File: src/rtl/uart_rx.sv
// UART receiver: 8N1 frames, run-time baud select, mid-bit sampling,
// registered status outputs with read-acknowledge and sticky overrun.
//
// state | meaning
// ------+---------------------------------------------------------------
// IDLE  | line idle, waiting for a falling edge on the synchronized RX
// START | timing to the middle of the start bit to reject glitches
// DATA  | sampling 8 data bits, LSB first, one per bit period
// STOP  | sampling the stop bit; leave at mid stop bit to catch next start

module uart_rx #(
    parameter int SYNC_STAGES = 2
) (
    input  logic       clock,
    input  logic       resetn,
    input  logic       uart_en,
    input  logic [2:0] baud_rx_sel,
    input  logic       RX,
    input  logic       rx_read,
    output logic [7:0] data_out,
    output logic       rx_valid,
    output logic       rx_done,
    output logic       frame_err,
    output logic       overrun
);

    typedef enum logic [1:0] {
        IDLE  = 2'd0,
        START = 2'd1,
        DATA  = 2'd2,
        STOP  = 2'd3
    } state_t;

    state_t                 state, state_d;
    logic [13:0]            cnt, cnt_d;
    logic [13:0]            n_lat, n_d;
    logic [2:0]             bit_cnt, bit_d;
    logic [7:0]             shift, shift_d;
    logic                   frame_good, frame_bad;
    logic [SYNC_STAGES-1:0] sync_q;
    logic                   rxs;

    // Bit period is N+1 clocks at 100 MHz.
    function automatic logic [13:0] baud_n(input logic [2:0] sel);
        case (sel)
            3'b000:  baud_n = 14'd10416;
            3'b001:  baud_n = 14'd5208;
            3'b010:  baud_n = 14'd2604;
            3'b011:  baud_n = 14'd1736;
            3'b100:  baud_n = 14'd868;
            3'b101:  baud_n = 14'd434;
            3'b110:  baud_n = 14'd217;
            default: baud_n = 14'd108;
        endcase
    endfunction

    // RX synchronizer; resets to the idle-high line level.
    always_ff @(posedge clock or negedge resetn) begin
        if (!resetn) begin
            sync_q <= '1;
        end else if (SYNC_STAGES > 1) begin
            sync_q <= {sync_q[SYNC_STAGES-2:0], RX};
        end else begin
            sync_q <= {SYNC_STAGES{RX}};
        end
    end

    assign rxs = sync_q[SYNC_STAGES-1];

    // FSM state and datapath registers.
    always_ff @(posedge clock or negedge resetn) begin
        if (!resetn) begin
            state   <= IDLE;
            cnt     <= '0;
            n_lat   <= '0;
            bit_cnt <= '0;
            shift   <= '0;
        end else begin
            state   <= state_d;
            cnt     <= cnt_d;
            n_lat   <= n_d;
            bit_cnt <= bit_d;
            shift   <= shift_d;
        end
    end

    // Next-state, counter and bit-sampling decisions.
    always_comb begin
        state_d    = state;
        cnt_d      = cnt + 14'd1;
        n_d        = n_lat;
        bit_d      = bit_cnt;
        shift_d    = shift;
        frame_good = 1'b0;
        frame_bad  = 1'b0;
        case (state)
            IDLE: begin
                cnt_d = '0;
                bit_d = '0;
                if (!rxs) begin
                    state_d = START;
                    n_d     = baud_n(baud_rx_sel);
                end
            end
            START: begin
                if (cnt == (n_lat >> 1)) begin
                    cnt_d   = '0;
                    state_d = rxs ? IDLE : DATA;
                end
            end
            DATA: begin
                if (cnt == n_lat) begin
                    cnt_d   = '0;
                    shift_d = {rxs, shift[7:1]};
                    if (bit_cnt == 3'd7) begin
                        bit_d   = '0;
                        state_d = STOP;
                    end else begin
                        bit_d = bit_cnt + 3'd1;
                    end
                end
            end
            STOP: begin
                if (cnt == n_lat) begin
                    cnt_d      = '0;
                    state_d    = IDLE;
                    frame_good = rxs;
                    frame_bad  = !rxs;
                end
            end
            default: begin
                state_d = IDLE;
                cnt_d   = '0;
            end
        endcase
        if (!uart_en) begin
            state_d    = IDLE;
            cnt_d      = '0;
            bit_d      = '0;
            frame_good = 1'b0;
            frame_bad  = 1'b0;
        end
    end

    // Registered status outputs; a completing frame wins over a read.
    always_ff @(posedge clock or negedge resetn) begin
        if (!resetn) begin
            data_out  <= 8'h00;
            rx_valid  <= 1'b0;
            rx_done   <= 1'b0;
            frame_err <= 1'b0;
            overrun   <= 1'b0;
        end else begin
            rx_done   <= 1'b0;
            frame_err <= frame_bad;
            if (frame_good) begin
                data_out <= shift;
                rx_valid <= 1'b1;
                rx_done  <= 1'b1;
                if (rx_valid && !rx_read) begin
                    overrun <= 1'b1;
                end
            end else if (rx_read) begin
                rx_valid <= 1'b0;
                overrun  <= 1'b0;
            end
        end
    end

endmodule

File: config.mk
export PLATFORM = sky130hd
export DESIGN_NAME = uart_rx
export DESIGN_NICKNAME = d
export VERILOG_FILES = /design/src/rtl/uart_rx.sv
export SDC_FILE = /design/constraint.sdc
export NUM_CORES = 1
export LEC_CHECK = 0
export ABC_AREA = 1
export CAP_MARGIN = 20
export CORE_UTILIZATION = 38
export CTS_BUF_LIST = sky130_fd_sc_hd__clkbuf_16
export CTS_CLUSTER_SIZE = 24
export DETAILED_ROUTE_END_ITERATION = 6
export PLACE_DENSITY = 0.57
export SYNTH_ARGS = -nofsm -noshare
export SYNTH_HDL_FRONTEND = slang
export SYNTH_SLANG_ARGS = --single-unit
File: constraint.sdc
create_clock -name clock -period 3.1 [get_ports clock]
set_input_delay 0.31 -clock clock [delete_from_list [all_inputs] [get_ports clock]]
set_output_delay 0.31 -clock clock [all_outputs]
set_load 0.01 [all_outputs]
==> results of run 1 <==
Yosys cell counts (all sizes together):
| cell | n | area, µm² |
|---|---|---|
| nand2 | 124 | 470.5 |
| nor3 | 3 | 15.01 |
| o22ai | 2 | 12.51 |
| dfstp | 2 | 52.55 |
| xnor2 | 6 | 52.55 |
| a21oi | 5 | 25.02 |
| dfrtp | 53 | 1326 |
| a22oi | 1 | 7.510 |
| xor2 | 17 | 148.9 |
| nand3 | 9 | 67.57 |
| a21boi | 1 | 7.510 |
| inv | 59 | 221.5 |
| o21ai | 31 | 185.2 |
| nand4 | 6 | 37.54 |
| a31oi | 1 | 6.260 |
| ha | 5 | 62.56 |
| clkbuf | 3 | 13.76 |
| o31ai | 1 | 7.510 |
| nor4 | 1 | 6.260 |
| buf | 8 | 80.07 |
| nor2 | 56 | 244.0 |
metrics by stage:
stage	setup WS [ns]	hold WS [ns]	instances	utilization
final	1.340	0.08235	514	0.4448
after global routing	1.121	0.1522	514	0.4448
after detailed placement	1.215	0.3479	506	0.4250
after global placement	1.261	0.3462	506	0.4250
after CTS	1.338	0.1197	514	0.4448
after floorplan	1.629	0.01441	394	-
power groups by stage:
stage	logic, mW	clock network (mW)	registers, mW
2_1_floorplan	0.575	0	0.920
3_3_place_gp	0.671	0	0.972
3_5_place_dp	0.676	0	0.977
4_1_cts	0.680	0.595	0.964
5_1_grt	0.803	0.621	0.984
6_report	0.674	0.577	0.966
cells by family (layout without fill, tap and decap cells):
family,count (synthesis),count (layout)
flip-flops,55,55
XOR/XNOR,23,23
AO/OA/AOI/OAI,42,42
adder cells (fa/ha/maj),5,5
AND/OR/NAND/NOR,199,199
buffers and inverters,70,88
state kept, by name, summed over array words and instances, names as in the netlist:
name / count
rx_valid: 1
overrun: 1
data_out: 8
state: 2
rx_done: 1
shift: 8
cnt: 14
frame_err: 1
bit_cnt: 3
n_lat: 14
sync_q: 2
worst reg2reg max path, stage by stage, from the launching register on:
cell and delay (ns):
sky130_fd_sc_hd__dfrtp_1 0.47, sky130_fd_sc_hd__nor2_1 0.19, sky130_fd_sc_hd__inv_1 0.07, sky130_fd_sc_hd__nor2_2 0.33
sky130_fd_sc_hd__inv_1 0.21, sky130_fd_sc_hd__nor2_1 0.17, sky130_fd_sc_hd__inv_1 0.05, sky130_fd_sc_hd__o22ai_1 0.10
sky130_fd_sc_hd__inv_1 0.05
final timing paths:
check | startpoint | slack (ns) | to
setup / recovery | state[1] | 1.34 | n_lat[4]
hold / removal | resetn | 0.08 | bit_cnt[1]
setup reg to reg | state[1] | 1.34 | n_lat[4]
hold reg to reg | sync_q[0] | 0.36 | sync_q[1]
max in group asynchronous | resetn | 2.24 | n_lat[13]
min in group clock | sync_q[0] | 0.36 | sync_q[1]
per-layer routing:
layer | vias to the layer above | share of wire | global-route usage
met3 | 7 | 0.023 | 0.02261
li1 | 1238 | - | -
met2 | 31 | 0.43 | 0.2500
met1 | 1082 | 0.53 | 0.2358
met5 | - | 0 | 0
met4 | 0 | 0.015 | 0.05159
cell type report:
type	instances	area share
clock inverters	3	0.008009
multi-input cells	269	0.3946
flip-flops and latches	55	0.4012
inverters	59	0.06443
well taps	102	0.03713
clock buffers	5	0.03640
repair buffers	21	0.05825
==> impl_summary.log, run 1 <==
INFO  metric outcome = finished clean
INFO  metric cts_max_path_buffers = 2
INFO  metric sequential_cell_area = 1379 µm²
INFO  metric timing.final.max_slew_violations = 0
INFO  metric synth_compound_area_frac = 0.08244
INFO  metric setup-violations-final = 0
INFO  metric via_per_inst = between 4 and 5
INFO  metric netlist_area = 3050 µm²
INFO  metric finalNetCount = about 420
INFO  metric area_share_of_fa_ha_maj_cells_after_synthesis = 0.02051
INFO  metric layout.cells.most_common_list = sky130_fd_sc_hd__nand2_1 (122), sky130_fd_sc_hd__inv_1 (55), sky130_fd_sc_hd__dfrtp_1 (53)
INFO  metric clk_root_buffer_cell = sky130_fd_sc_hd__clkbuf_16
INFO  metric vias = around 2,400
INFO  metric p_sw_frac = 0.3750
INFO  metric ys_warn_count = 0
INFO  metric hold_viol = 0
INFO  metric net-switching-power = just over 800 µW
INFO  metric timing.fmax = about 570 MHz
INFO  metric cp_cell_sequence = nor2_1 > inv_1 > nor2_2 > inv_1 > nor2_1 > inv_1 > o22ai_1 > inv_1
INFO  metric global_route.usage.total = 0.1628
INFO  metric multiInputGateArea = around 1400 µm²
INFO  metric tritoncts.num_buffers = 5
INFO  metric synth_top_family_by_area = simple AND/OR/NAND/NOR gates
INFO  metric number_of_i_o_port_buffers = 19
INFO  metric syn-instance-count = 394
INFO  metric floorplan_core_area = approximately 7700 µm²
INFO  metric cts-htree-levels = 2
INFO  metric crit_required = ~3.3 ns
INFO  metric crit_cells = 8
INFO  metric row_count = 32
INFO  metric total_power = 2.217 mW
INFO  metric worstSetupEndpointType = register
INFO  metric worst_slew_margin_rel = 0.4951
INFO  metric rsz0062_at_grt = false
INFO  metric floorplan.die_area = about 8400 µm²
INFO  metric avgSynthCellArea = a little under 8 µm²
INFO  metric peak_fanout_along_the_critical_path = 9
INFO  metric floorplan.io_pins = 20
INFO  metric post_synth_xor_area_fraction = 0.06604
INFO  metric timing.setup.tns = 0 ns
INFO  metric y_dimension_of_the_die = between 90 and 100 µm
INFO  metric crit_arrival = 1.95 ns
INFO  metric grt_pass1_vias = roughly 2,300
INFO  metric maxCapViolations = 0
INFO  metric dp.final_hpwl = between 4 and 5 mm
INFO  metric syn-num-nets = between 400 and 500
INFO  metric detail_route.first_pass.iterations = 4
INFO  metric share_of_power_burned_in_the_clock_network = 0.260
INFO  metric postRouteWirelength = approximately 6 mm
INFO  metric cts_num_sinks = 55
INFO  metric antenna_cells = 0
INFO  metric postLayoutCellArea = 3437 µm²
INFO  metric nFillCells = about 770
INFO  metric timing.critical_path.from_type = register
INFO  metric wire_length_of_the_first_global_routing_pass = between 10 and 15 mm
INFO  metric synth.yosys.seq_area_share = 0.4520
INFO  metric leakage_power = approximately 1.7 nW
INFO  metric clk_pin_slew_worst_paths = approximately 0.07 ns
INFO  metric drc = 0
INFO  metric dpl-instance-area = approximately 3300 µm²
INFO  metric path_buf_inv = 4
INFO  metric layout-area-overhead-vs-synth = 12.67%
INFO  metric internal-power = ~1.4 mW
INFO  metric pin_count_of_the_biggest_net_entering_global_routing = 35
INFO  metric critPathMostFrequentCell = sky130_fd_sc_hd__inv_1
INFO  metric pwr_density = around 640 nW/µm²
INFO  metric layout_min_cycle_time = between 1.5 and 2 ns
INFO  metric combinationalPowerShare = 0.304
INFO  metric netlist-cell-type-count = 33
INFO  metric mostFrequentLayoutCell = sky130_fd_sc_hd__nand2_1
INFO  metric slowest_stage_delay_cp = 0.47 ns
INFO  metric worst_clock_skew = ~0.013 ns
INFO  metric wire_per_inst = 11.76 µm
INFO  metric rr_worst_depth = 8
INFO  metric drive_gt1_frac = 0.08738
INFO  metric ctsResizeCount = 0
INFO  metric peak_supply_drop = 0.0002885 V
INFO  metric gp_weighted_congestion = between 0.8 and 0.9
INFO  metric antenna_violations_before_repair = 0
INFO  metric worst_path_max_delay_cell = sky130_fd_sc_hd__dfrtp_1
INFO  metric max_slew.worst_pin.slew = between 0.7 and 0.8 ns
INFO  metric cts_tree = done
INFO  metric hold_class = input pin to asynchronous set/reset pin
INFO  metric dieWidth = about 90 µm
INFO  metric cts.repair_timing.setup_buffer_count = 0
INFO  metric critPathKind = register to register
INFO  metric hold_buffers = 0
INFO  metric critical-path-top-delay-family = simple AND/OR/NAND/NOR gates
INFO  metric initial_cell_density_of_the_core = 0.3948
INFO  metric detail-route-antenna-nets = 0
INFO  metric synth.area.mux_share = 0
INFO  metric grt_overflow_total = 0
INFO  metric detailedRoute.firstIterationViolations = 70
INFO  metric post-route-period-util = 0.5679
INFO  metric worst_skew_pair.late_latency = roughly 0.29 ns
INFO  metric ys_seq_elements = 55
INFO  metric power.share.sequential = 0.436
INFO  metric synth-simple-area-share = 0.2756
Power figures use the tool's default switching activity.
==> run 2, diff against run 1 <==
--- a/config.mk
+++ b/config.mk
@@ -11,7 +11,7 @@
 export CTS_BUF_LIST = sky130_fd_sc_hd__clkbuf_16
 export CTS_CLUSTER_SIZE = 24
 export DETAILED_ROUTE_END_ITERATION = 6
-export PLACE_DENSITY = 0.57
+export PLACE_DENSITY = 0.59
 export SYNTH_ARGS = -nofsm -noshare
 export SYNTH_HDL_FRONTEND = slang
 export SYNTH_SLANG_ARGS = --single-unit
==> constraint.sdc (replaced) <==
create_clock -name clock -period 1.43 [get_ports clock]
set_input_delay 0.143 -clock clock [delete_from_list [all_inputs] [get_ports clock]]
set_output_delay 0.143 -clock clock [all_outputs]
set_load 0.01 [all_outputs]
==> impl_summary.log, run 2 (same netlist as run 1, synthesis figures left out) <==
INFO  metric outcome = finished with violations
INFO  metric failed_checks = setup timing
INFO  metric finish.cell_count_without_fillers = approximately 600
INFO  metric wl_met2 = around 3.8 mm
INFO  metric maxUsedRoutingLayer = met4
INFO  metric initial_cell_density_of_the_core = 0.3948
INFO  metric worst_skew_pair.late_latency = about 0.3 ns
INFO  metric critPathKind = register to register
INFO  metric detail-route-antenna-nets = 0
INFO  metric path_buf_inv = 3
INFO  metric layout.cells.most_common_list = sky130_fd_sc_hd__nand2_1 (103), sky130_fd_sc_hd__buf_4 (70), sky130_fd_sc_hd__inv_1 (50)
INFO  metric y_dimension_of_the_die = around 92 µm
INFO  metric row_count = 32
INFO  metric hold_class = input pin to register
INFO  metric dp.final_hpwl = ~5.3 mm
INFO  metric largest_registers_in_the_final_layout = cnt x14, n_lat x14
INFO  metric slowest_stage_delay_cp = roughly 0.4 ns
INFO  metric detailedRoute.firstIterationViolations = around 150
INFO  metric gp_weighted_congestion = approximately 0.83
INFO  metric timing.setup.tns = -6.360 ns
INFO  metric critical-path-top-delay-family = simple AND/OR/NAND/NOR gates
INFO  metric hold_viol = 0
INFO  metric maxCapViolations = 0
INFO  metric timing.final.max_slew_violations = 0
INFO  metric cp_cell_sequence = buf_6 > inv_2 > nand2_1 > nand2_1 > nor2_1 > nand2_1 > nor2_2 > nand2_2 > nand2_2 > nand2_2 > nand3_4 > clkbuf_16 > nor2_1
INFO  metric fin_worst_hold_slack = between 0.2 and 0.3 ns
INFO  metric global_route.usage.total = 0.1884
INFO  metric total_power = approximately 6.3 mW
INFO  metric floorplan_core_area = 7727 µm²
INFO  metric antenna_violations_before_repair = 0
INFO  metric cts_tree = done
INFO  metric layout-area-overhead-vs-synth = 46.96%
INFO  metric power.share.sequential = 0.330
INFO  metric via_per_inst = between 4 and 5
INFO  metric pwr_density = approximately 1400 nW/µm²
INFO  metric tritoncts.num_buffers = 5
INFO  metric worst_path_max_delay_cell = sky130_fd_sc_hd__dfrtp_1
INFO  metric nFillCells = slightly below 700
INFO  metric worstSetupEndpointType = register
INFO  metric layout_min_cycle_time = about 1.7 ns
INFO  metric peak_supply_drop = 0.0008360 V
INFO  metric vias = 2,755
INFO  metric crit_arrival = ~1.9 ns
INFO  metric crit_required = between 1.5 and 2 ns
INFO  metric cts-htree-levels = 2
INFO  metric rsz0062_at_grt = true
INFO  metric floorplan.io_pins = 20
INFO  metric timing.fmax = about 600 MHz
INFO  metric peak_fanout_along_the_critical_path = 7
INFO  metric p_sw_frac = 0.3764
INFO  metric wire_per_inst = about 13 µm
INFO  metric antenna_cells = 0
INFO  metric worst_slew_margin_rel = 0.7635
INFO  metric grt_pass1_vias = around 2,700
INFO  metric postLayoutCellArea = between 4000 and 5000 µm²
INFO  metric leakage_power = 2.192 nW
INFO  metric cts_max_path_buffers = 2
INFO  metric drive_gt1_frac = 0.3737
INFO  metric net-switching-power = about 2.4 mW
INFO  metric max_slew.worst_pin.slew = 0.3531 ns
INFO  metric routed-wl-met3 = between 150 and 200 µm
INFO  metric finalNetCount = ~510
INFO  metric worst_clock_skew = between 0.005 and 0.006 ns
INFO  metric grt_overflow_total = 0
INFO  metric dpl-instance-area = between 3000 and 4000 µm²
INFO  metric utilization = 0.5801
INFO  metric setup-violations-final = 43
INFO  metric number_of_i_o_port_buffers = 19
INFO  metric clk_pin_slew_worst_paths = roughly 0.08 ns
INFO  metric drc = 0
INFO  metric layout_setup_ws = -0.2320 ns
INFO  metric mostFrequentLayoutCell = sky130_fd_sc_hd__nand2_1
INFO  metric postRouteWirelength = approximately 7.7 mm
INFO  metric post-route-period-util = 1.162
INFO  metric cts_num_sinks = between 50 and 60
INFO  metric floorplan.die_area = 8390 µm²
INFO  metric dieWidth = approximately 92 µm
INFO  metric combinationalPowerShare = 0.439
INFO  metric internal-power = around 3.9 mW
INFO  metric timing.critical_path.from_type = register
INFO  metric wire_length_of_the_first_global_routing_pass = 12.46 mm
INFO  metric place.detailed.instances = between 500 and 600
INFO  metric share_of_power_burned_in_the_clock_network = 0.231
INFO  metric m1WireLength = 3.630 mm
INFO  metric pin_count_of_the_biggest_net_entering_global_routing = 56
INFO  metric detail_route.first_pass.iterations = 4
INFO  metric clk_root_buffer_cell = sky130_fd_sc_hd__clkbuf_16
INFO  metric dpl_worst_slack = -0.2498 ns
## run 2: worst paths after layout
kind                            from   endpoint  slack (ns)  cells past startpoint
min reg2reg                sync_q[0]  sync_q[1]        0.36                      0
max in group asynchronous     resetn  sync_q[1]        0.76                      3
max reg2reg                   cnt[4]     cnt[9]       -0.23                     13
min in group asynchronous     resetn     cnt[9]        0.37                      3
min                               RX  sync_q[0]        0.25                      1
max                           cnt[4]     cnt[9]       -0.23                     13
## run 2: timing repair
| item | 4_1_cts | 5_1_grt |
|---|---|---|
| setup endpoints to repair | 43 | 47 |
| pin swaps | 12 | 21 |
| cloned | 1 | 1 |
| endpoints found under the hold margin | 53 | 0 |
| setup buffers | 7 | 4 |
| hold buffers | 1 | 0 |
| gates resized for setup | 34 | 67 |
## run 2: final cells by class
class                      count  area [µm²]  share of cell area
clock buffer                   5       125.1             0.02791
tap                          102       127.6             0.02847
timing repair buffer         103       909.6              0.2029
clock inverter                 3       50.05             0.01116
multi-input combinational    270        1664              0.3712
sequential                    55        1385              0.3090
inverter                      59       221.5             0.04940
## run 2: per-layer routing
layer	vias up	track usage
met1	1312	0.2431
met3	7	0.03183
met2	34	0.3258
met4	0	0.04762
met5	-	0
li1	1402	-
## run 2: power groups by stage
stage	logic, mW	registers, mW	clock network (mW)
after floorplan	1.31	2.02	0
after global routing	3.04	2.12	1.55
after global placement	2.11	2.09	0
final	2.78	2.09	1.46
after detailed placement	2.14	2.10	0
after CTS	2.30	2.06	1.49
==> run 3, diff against run 2 <==
--- a/config.mk
+++ b/config.mk
@@ -11,6 +11,7 @@
 export CTS_BUF_LIST = sky130_fd_sc_hd__clkbuf_16
 export CTS_CLUSTER_SIZE = 24
 export DETAILED_ROUTE_END_ITERATION = 6
+export GPL_ROUTABILITY_DRIVEN = 0
 export PLACE_DENSITY = 0.59
 export SYNTH_ARGS = -nofsm -noshare
 export SYNTH_HDL_FRONTEND = slang
==> results of run 3 <==
Same layout as run 2: the final DEF is identical, and so are final timing and power.
